--- config.mk ---
export PLATFORM = sky130hd
export DESIGN_NAME = mmio_timer
export DESIGN_NICKNAME = d
export VERILOG_FILES = /design/src/rtl/mmio_timer.sv
export SDC_FILE = /design/constraint.sdc
export NUM_CORES = 1
export LEC_CHECK = 0
export ABC_AREA = 1
export CAP_MARGIN = 20
export CORE_MARGIN = 2
export CORE_UTILIZATION = 59
export DETAILED_ROUTE_END_ITERATION = 16
export PLACE_DENSITY_LB_ADDON = 0.05
export SYNTH_ARGS = -nofsm -noshare
export SYNTH_HDL_FRONTEND = slang
export SYNTH_SLANG_ARGS = --single-unit
--- constraint.sdc ---
create_clock -name clk -period 4.5 [get_ports clk]
set_clock_uncertainty 0.1 [all_clocks]
set_input_delay 0.9 -clock clk [delete_from_list [all_inputs] [get_ports clk]]
set_output_delay 0.9 -clock clk [all_outputs]
set_load 0.01 [all_outputs]
--- src/rtl/mmio_timer.sv ---
// ---------------------------------------------------------------------------
// mmio_timer
//   Memory-mapped timer peripheral on the CPU data-memory port. Decodes a
//   32-byte window at BASE_ADDR, answers reads with one cycle of registered
//   latency (like main memory), and runs a compare/auto-reload counter that
//   raises a level interrupt.
//
//   Register map (word offsets):
//     0 CTRL     [0] EN, [1] AUTO_RELOAD, [2] IRQ_EN
//     1 COUNT    32-bit counter
//     2 COMPARE  32-bit compare value
//     3 STATUS   [0] MATCH, [1] WRAP (sticky, write-1-to-clear)
//     4 PRESCALE [15:0] tick divider (only with MMIO_TIMER_PRESCALE_EN)
//     other offsets read 0, writes ignored
//
//   Optional feature: define MMIO_TIMER_PRESCALE_EN to add the PRESCALE
//   register and divider; otherwise the counter ticks every cycle EN is set.
//
// Ports:
//   clk      in   1   system clock, rising edge
//   reset    in   1   asynchronous, active-low reset
//   address  in   32  byte address from the CPU
//   wr       in   1   write strobe
//   datain   in   32  write data
//   dataout  out  32  registered read data
//   hit      out  1   registered: dataout belongs to this block
//   irq      out  1   level interrupt request
// ---------------------------------------------------------------------------
module mmio_timer #(
    parameter logic [31:0] BASE_ADDR = 32'h0000_0400,
    parameter logic [31:0] CMP_RESET = 32'hFFFF_FFFF
) (
    input  logic        clk,
    input  logic        reset,
    input  logic [31:0] address,
    input  logic        wr,
    input  logic [31:0] datain,
    output logic [31:0] dataout,
    output logic        hit,
    output logic        irq
);

    localparam logic [2:0] OFF_CTRL     = 3'd0;
    localparam logic [2:0] OFF_COUNT    = 3'd1;
    localparam logic [2:0] OFF_COMPARE  = 3'd2;
    localparam logic [2:0] OFF_STATUS   = 3'd3;
    localparam logic [2:0] OFF_PRESCALE = 3'd4;

    // Byte-lane bits are ignored by the decode.
    logic unused_addr_bits;
    assign unused_addr_bits = ^address[1:0];

    logic       sel;
    logic [2:0] off;
    assign sel = (address[31:5] == BASE_ADDR[31:5]);
    assign off = address[4:2];

    logic wr_ctrl, wr_count, wr_compare, wr_status;
    assign wr_ctrl    = sel & wr & (off == OFF_CTRL);
    assign wr_count   = sel & wr & (off == OFF_COUNT);
    assign wr_compare = sel & wr & (off == OFF_COMPARE);
    assign wr_status  = sel & wr & (off == OFF_STATUS);

    logic [2:0]  ctrl_q,    ctrl_d;
    logic [31:0] count_q,   count_d;
    logic [31:0] compare_q, compare_d;
    logic [1:0]  status_q,  status_d;
    logic [31:0] dataout_q, dataout_d;
    logic        hit_q,     hit_d;

    logic tick;

`ifdef MMIO_TIMER_PRESCALE_EN
    logic        wr_prescale;
    logic [15:0] prescale_q, prescale_d;
    logic [15:0] div_q,      div_d;

    assign wr_prescale = sel & wr & (off == OFF_PRESCALE);

    always_comb begin
        // NOTE: every always_comb output gets a default first so no path
        // leaves it unassigned, which would infer a latch.
        prescale_d = wr_prescale ? datain[15:0] : prescale_q;
        tick       = ctrl_q[0] && (div_q == prescale_q);
        if (!ctrl_q[0] || wr_prescale) begin
            div_d = 16'd0;
        end else if (div_q == prescale_q) begin
            div_d = 16'd0;
        end else begin
            div_d = div_q + 16'd1;
        end
    end
`else
    assign tick = ctrl_q[0];
`endif

    // Counter, one-shot and sticky status flags.
    logic match_set, wrap_set, en_clear;

    always_comb begin
        count_d   = count_q;
        match_set = 1'b0;
        wrap_set  = 1'b0;
        en_clear  = 1'b0;
        if (wr_count) begin
            // A software load wins; no compare is evaluated this cycle.
            count_d = datain;
        end else if (tick) begin
            if (count_q == compare_q) begin
                match_set = 1'b1;
                if (ctrl_q[1]) begin
                    count_d = 32'd0;
                end else begin
                    count_d  = count_q + 32'd1;
                    en_clear = 1'b1;
                end
            end else if (count_q == 32'hFFFF_FFFF) begin
                count_d  = 32'd0;
                wrap_set = 1'b1;
            end else begin
                count_d = count_q + 32'd1;
            end
        end

        ctrl_d = ctrl_q;
        if (wr_ctrl) begin
            ctrl_d = datain[2:0];
        end else if (en_clear) begin
            ctrl_d[0] = 1'b0;
        end

        compare_d = wr_compare ? datain : compare_q;

        // Clear first, then set, so a hardware event beats a same-cycle W1C.
        status_d = status_q;
        if (wr_status) begin
            status_d = status_d & ~datain[1:0];
        end
        status_d = status_d | {wrap_set, match_set};
    end

    // Read path: register the pre-edge value of the addressed register.
    always_comb begin
        dataout_d = 32'd0;
        hit_d     = sel;
        if (sel) begin
            case (off)
                OFF_CTRL:     dataout_d = {29'd0, ctrl_q};
                OFF_COUNT:    dataout_d = count_q;
                OFF_COMPARE:  dataout_d = compare_q;
                OFF_STATUS:   dataout_d = {30'd0, status_q};
`ifdef MMIO_TIMER_PRESCALE_EN
                OFF_PRESCALE: dataout_d = {16'd0, prescale_q};
`endif
                default:      dataout_d = 32'd0;
            endcase
        end
    end

    // NOTE: sequential state uses non-blocking assignments so every flop
    // samples pre-edge values regardless of statement order.
    always_ff @(posedge clk or negedge reset) begin
        if (!reset) begin
            ctrl_q    <= 3'd0;
            count_q   <= 32'd0;
            compare_q <= CMP_RESET;
            status_q  <= 2'd0;
            dataout_q <= 32'd0;
            hit_q     <= 1'b0;
        end else begin
            ctrl_q    <= ctrl_d;
            count_q   <= count_d;
            compare_q <= compare_d;
            status_q  <= status_d;
            dataout_q <= dataout_d;
            hit_q     <= hit_d;
        end
    end

`ifdef MMIO_TIMER_PRESCALE_EN
    always_ff @(posedge clk or negedge reset) begin
        if (!reset) begin
            prescale_q <= 16'd0;
            div_q      <= 16'd0;
        end else begin
            prescale_q <= prescale_d;
            div_q      <= div_d;
        end
    end
`endif

    assign dataout = dataout_q;
    assign hit     = hit_q;
    // Derived only from flops, so the interrupt line cannot glitch.
    assign irq     = ctrl_q[2] & (status_q[0] | status_q[1]);

endmodule

Word level (Yosys, flattened, before mapping)

Cells that the tools add are included.

Bitwise operators: 10
Equality and inequality tests: 6
$add $sub $neg: 1
Divide/modulo/power cells: 0
Multiply operators: 0
Multiplexer cells: 21
Reduce and logical (&&, ||, !) cells: 3
Magnitude comparators: 0
Shifts and indexed selects: 0

Operators with widths:

| kind                                                                   | number |
|---|---|
| 32-bit two-way mux                                                     | 6 |
| 32-bit case mux with 4 select lines                                    | 1 |
| 32-bit by 1-bit adder with 32-bit output, second input constant        | 1 |
| 32-bit equality test                                                   | 1 |
| 32-bit equality test, second input constant                            | 1 |
| 27-bit by 6-bit equality test with 1-bit output, second input constant | 1 |
| 1-bit two-way mux                                                      | 13 |
| 1-bit AND                                                              | 6 |
| 3-bit by 2-bit equality test with 1-bit output, second input constant  | 2 |
| 2-bit nonzero test                                                     | 2 |
| 3-bit by 1-bit equality test with 1-bit output, second input constant  | 1 |
| 3-bit zero test                                                        | 1 |
| 2-bit AND                                                              | 1 |
| 2-bit two-way mux                                                      | 1 |
| 2-bit NOT                                                              | 1 |
| 2-bit OR                                                               | 1 |
| 1-bit OR                                                               | 1 |

Memories: 0
Memory bits (read-only): 0
Input bits: 67
Logic and storage cells: 48
RAM bits: 0
Latch bits: 0
Bits in registers: 102
Output and inout bits: 34

Logic depth before layout (Yosys ltp)

Depth after elaboration: 6
Depth in mapped cells: 13
Depth with buffers taken out: 12

Worst setup path after synthesis

Ideal clock, no wire load.

Kind: input -> register
Start point: in address[28]
End point: reg count_q[16]
Data required time: 4.283 ns
Path slack: 2.319 ns
Path buffers: 2
Setup time: 0.117 ns
Cell stages on the path: 12
Arrival time: 1.964 ns
Cell sequence: nor2_1 > nand2_1 > nor2_1 > nand2_1 > nor2_4 > nand3_2 > buf_2 > buf_2 > nand3_1 > nand2_1 > inv_1 > nand2_1

Longest elaborated chain between the ends: 4
Elaborated cells between the ends (all ways): 5
Those cells by class: eq/ne (1); mux (1); bitwise (2); reduce/logical (1)

RTL lines:

| what                                                     | line | text |
|---|---|---|
| start: declaration                                       | 35   | `input logic [31:0] address,` |
| 27-bit by 6-bit equality test with 1-bit output (*)      | 55   | `assign sel = (address[31:5] == BASE_ADDR[31:5]);` |
| via hit_d                                                | 69   | `logic hit_q, hit_d;` |
| 1-bit AND (*) (2 in a row)                               | 60   | `assign wr_count = sel & wr & (off == OFF_COUNT);` |
| 32-bit two-way mux or 2-bit nonzero test (tied branches) | -    |  |
| end signal: assignment                                   | 172  | `count_q <= count_d;` |
| end: declaration                                         | 65   | `logic [31:0] count_q, count_d;` |

The timed path passes the listed nets; every way through them passes the cells marked *.
A chain may end at the register's enable or synchronous reset.

Worst setup path after layout

Start point: in address[10]
End point: reg count_q[25]

The elaborated chain is that of the path after synthesis.

==> flow_summary.json <==
{
  "htreeDepth": 3,
  "avgViaCountPerCell": 5.39,
  "fin_crit_ns": 2.96,
  "seq_power_share": 0.548,
  "cts_buffers": 9,
  "gr-usage-all-layers": 0.291,
  "switchingPower_mw": 0.376,
  "antenna_found_initial": 0,
  "vias": 5954,
  "setup-violations-final": 0,
  "fin_util": 0.729,
  "timing.critical_path.fanout_max": 23,
  "numPortBuffers": 98,
  "drc": 0,
  "dp_hpwl_mm": 11.0,
  "syn_nets": 960,
  "grt_max_degree": 63,
  "grt_pass1_wl_mm": 26.8,
  "max_slew.worst_pin.slew_ns": 1.01,
  "internal_power_mw": 1.30,
  "cts_root_buf": "clkbuf_8",
  "post-route-period-util": 0.657,
  "pwr_density_cell_nw_per_um2": 221,
  "slowest_stage": "nand2_1",
  "first_global_vias": 5756,
  "p_clk_frac": 0.389,
  "rows": 37,
  "max_freq_ghz": 0.338,
  "die_h_um": 108,
  "die_x_um": 108,
  "layout.nets": 1031,
  "rsz0062_at_grt": "false",
  "drt_first_pass_iters": 5,
  "max_stage_delay_ns": 0.67,
  "postRouteAntennaNets": 0,
  "cts_resized": 0,
  "dr.first_iter.drc_count": 417,
  "gp_congestion": 0.942,
  "outcome": "finished, final reports clean",
  "yosysSeqAreaShare": 0.407,
  "area_delta_synth_final_pct": 19.2,
  "worst_slack_ns": 1.54,
  "clk_latency_ns": 0.38,
  "coreArea_um2": 10400,
  "ctsHoldBuffers": 0,
  "cts_setup_buffers": 0,
  "place_inst": 1088,
  "placed_area_um2": 7370,
  "cp-start-kind": "input pin",
  "cp.arrival_ns": 3.13,
  "p_leak_nw": 3.23,
  "finalHoldWorstSlack_ns": 0.393,
  "dieArea_um2": 11600,
  "overflow": 0,
  "yosysWarnings": 0,
  "syn_inst": 892,
  "maxSlewViolCount": 0,
  "critical_path_class": "input pin to flip-flop",
  "synth.ff_latch_count": 102,
  "avgSynthCellArea_um2": 7.14,
  "cts_tree": "yes",
  "finalNonFillerCells": 1104,
  "p_sw_frac": 0.224,
  "vdd.ir_drop.worst_mv": 0.176,
  "crit_required_ns": 4.67,
  "initial_utilization": 0.611,
  "avgRoutedWirePerCell_um": 14.5,
  "power_mw": 1.67,
  "syn_area_um2": 6370,
  "endpoint_kind": "flip-flop",
  "final_cell_area_um2": 7590,
  "maxCapViolations": 0,
  "hold_viol": 0,
  "cp_common_cell": "nand2_1",
  "clk_path_buf_depth": 2,
  "finalSetupTns_ns": 0,
  "antennaDiodeCount": 0,
  "hold_path_class": "flip-flop to flip-flop",
  "p_comb_frac": 0.063,
  "synth.distinct_cells": 36,
  "clk_pin_slew_worst_paths_ns": 0.10,
  "clock-sinks": 102,
  "place_ws_ns": 1.14,
  "drive_gt1_frac": 0.118,
  "totalWireLength_mm": 16.0,
  "crit_path_cell_trace": "clkdlybuf4s50_1, inv_1, nor2_1, nand2_1, nor2_1, nand2_1, nor2_4, nand3_2, buf_4, nand2_1, o21ai_0, inv_1, nand2_1",
  "relSlewSlack": 0.328,
  "io_pins": 101
}
-- cells in the final DEF, fill, tap and decap left out, types with 22 or more instances in the layout --
| cell | n |
|---|---|
| a21oi_1 | 29 |
| clkdlybuf4s50_1 | 97 |
| dfrtp_1 | 70 |
| dfstp_2 | 32 |
| inv_1 | 88 |
| nand2_1 | 287 |
| nand3_1 | 64 |
| nand3_2 | 29 |
| nor2_1 | 96 |
| o21ai_0 | 53 |
| xnor2_1 | 22 |
-- power by group through the flow --
stage	logic, mW	registers [mW]	clock network, mW
2_1_floorplan	0.0182	0.935	0
3_3_place_gp	0.104	0.934	0
3_5_place_dp	0.106	0.934	0
4_1_cts	0.107	0.918	0.660
5_1_grt	0.116	0.918	0.693
6_report	0.106	0.917	0.651
-- flip-flops by register name (all words and copies together) (netlist names) --
| signal | flops |
|---|---|
| hit | 1 |
| status_q | 2 |
| ctrl_q | 3 |
| count_q | 32 |
| compare_q | 32 |
| dataout | 32 |
-- logic make-up (layout without fill, tap and decap cells) --
group | count (synthesis) | after routing | synth area share
AND/OR/NAND/NOR | 510 | 510 | 0.364
flip-flops | 102 | 102 | 0.407
XOR/XNOR | 40 | 40 | 0.0550
buffers and inverters | 140 | 216 | 0.0921
AO/OA/AOI/OAI | 99 | 99 | 0.0800
adder cells (fa/ha/maj) | 1 | 1 | 0.00196
-- synth_stat cells, drive strengths merged --
master / count / area share
a31oi: 5 / 0.0049
a21oi: 29 / 0.023
nand2: 295 / 0.18
a22oi: 2 / 0.0024
clkinv: 2 / 0.0014
nor3b: 2 / 0.0024
nand4: 5 / 0.0059
xor2: 18 / 0.025
ha: 1 / 0.0020
nand3b: 2 / 0.0024
o22ai: 2 / 0.0020
dfstp: 32 / 0.13
o21ai: 61 / 0.048
clkbuf: 19 / 0.012
nand3: 94 / 0.099
xnor2: 22 / 0.030
nor2: 107 / 0.072
nor3: 5 / 0.0047
inv: 92 / 0.054
buf: 27 / 0.024
dfrtp: 70 / 0.28
-- critical path: cells and delay by family --
| family | cells | cell delay (ns) |
|---|---|---|
| simple gates | 8 | 1.22 |
| buf+inv | 4 | 0.80 |
| compound gates | 1 | 0.19 |
-- per-layer routing --
layer / vias up / track usage / part of all wire
li1: 2926 / - / -
met1: 2755 / 0.385 / 0.43
met2: 247 / 0.485 / 0.48
met3: 26 / 0.0490 / 0.070
met4: 0 / 0.0971 / 0.016
met5: - / 0 / 0
-- path summary, 6_finish.rpt --
path	start	to	slack [ns]	cells after the start
max in group asynchronous	reset	compare_q[18]	3.04	2
max reg2reg	count_q[17]	count_q[25]	1.73	10
min	compare_q[3]	compare_q[3]	0.39	2
max	address[10]	count_q[25]	1.54	13
min in group asynchronous	reset	dataout[0]	0.42	1
min reg2reg	compare_q[3]	compare_q[3]	0.39	2
-- layout make-up --
type | instances | area (um^2)
multi-input combinational | 650 | 3190
tap | 136 | 170
sequential | 102 | 2590
clock inverter | 6 | 85.1
clock buffer | 10 | 138
timing repair buffer | 106 | 1060
inverter | 94 | 354
fill | 849 | 2820
No activity file was read; power rests on OpenSTA's default activity.
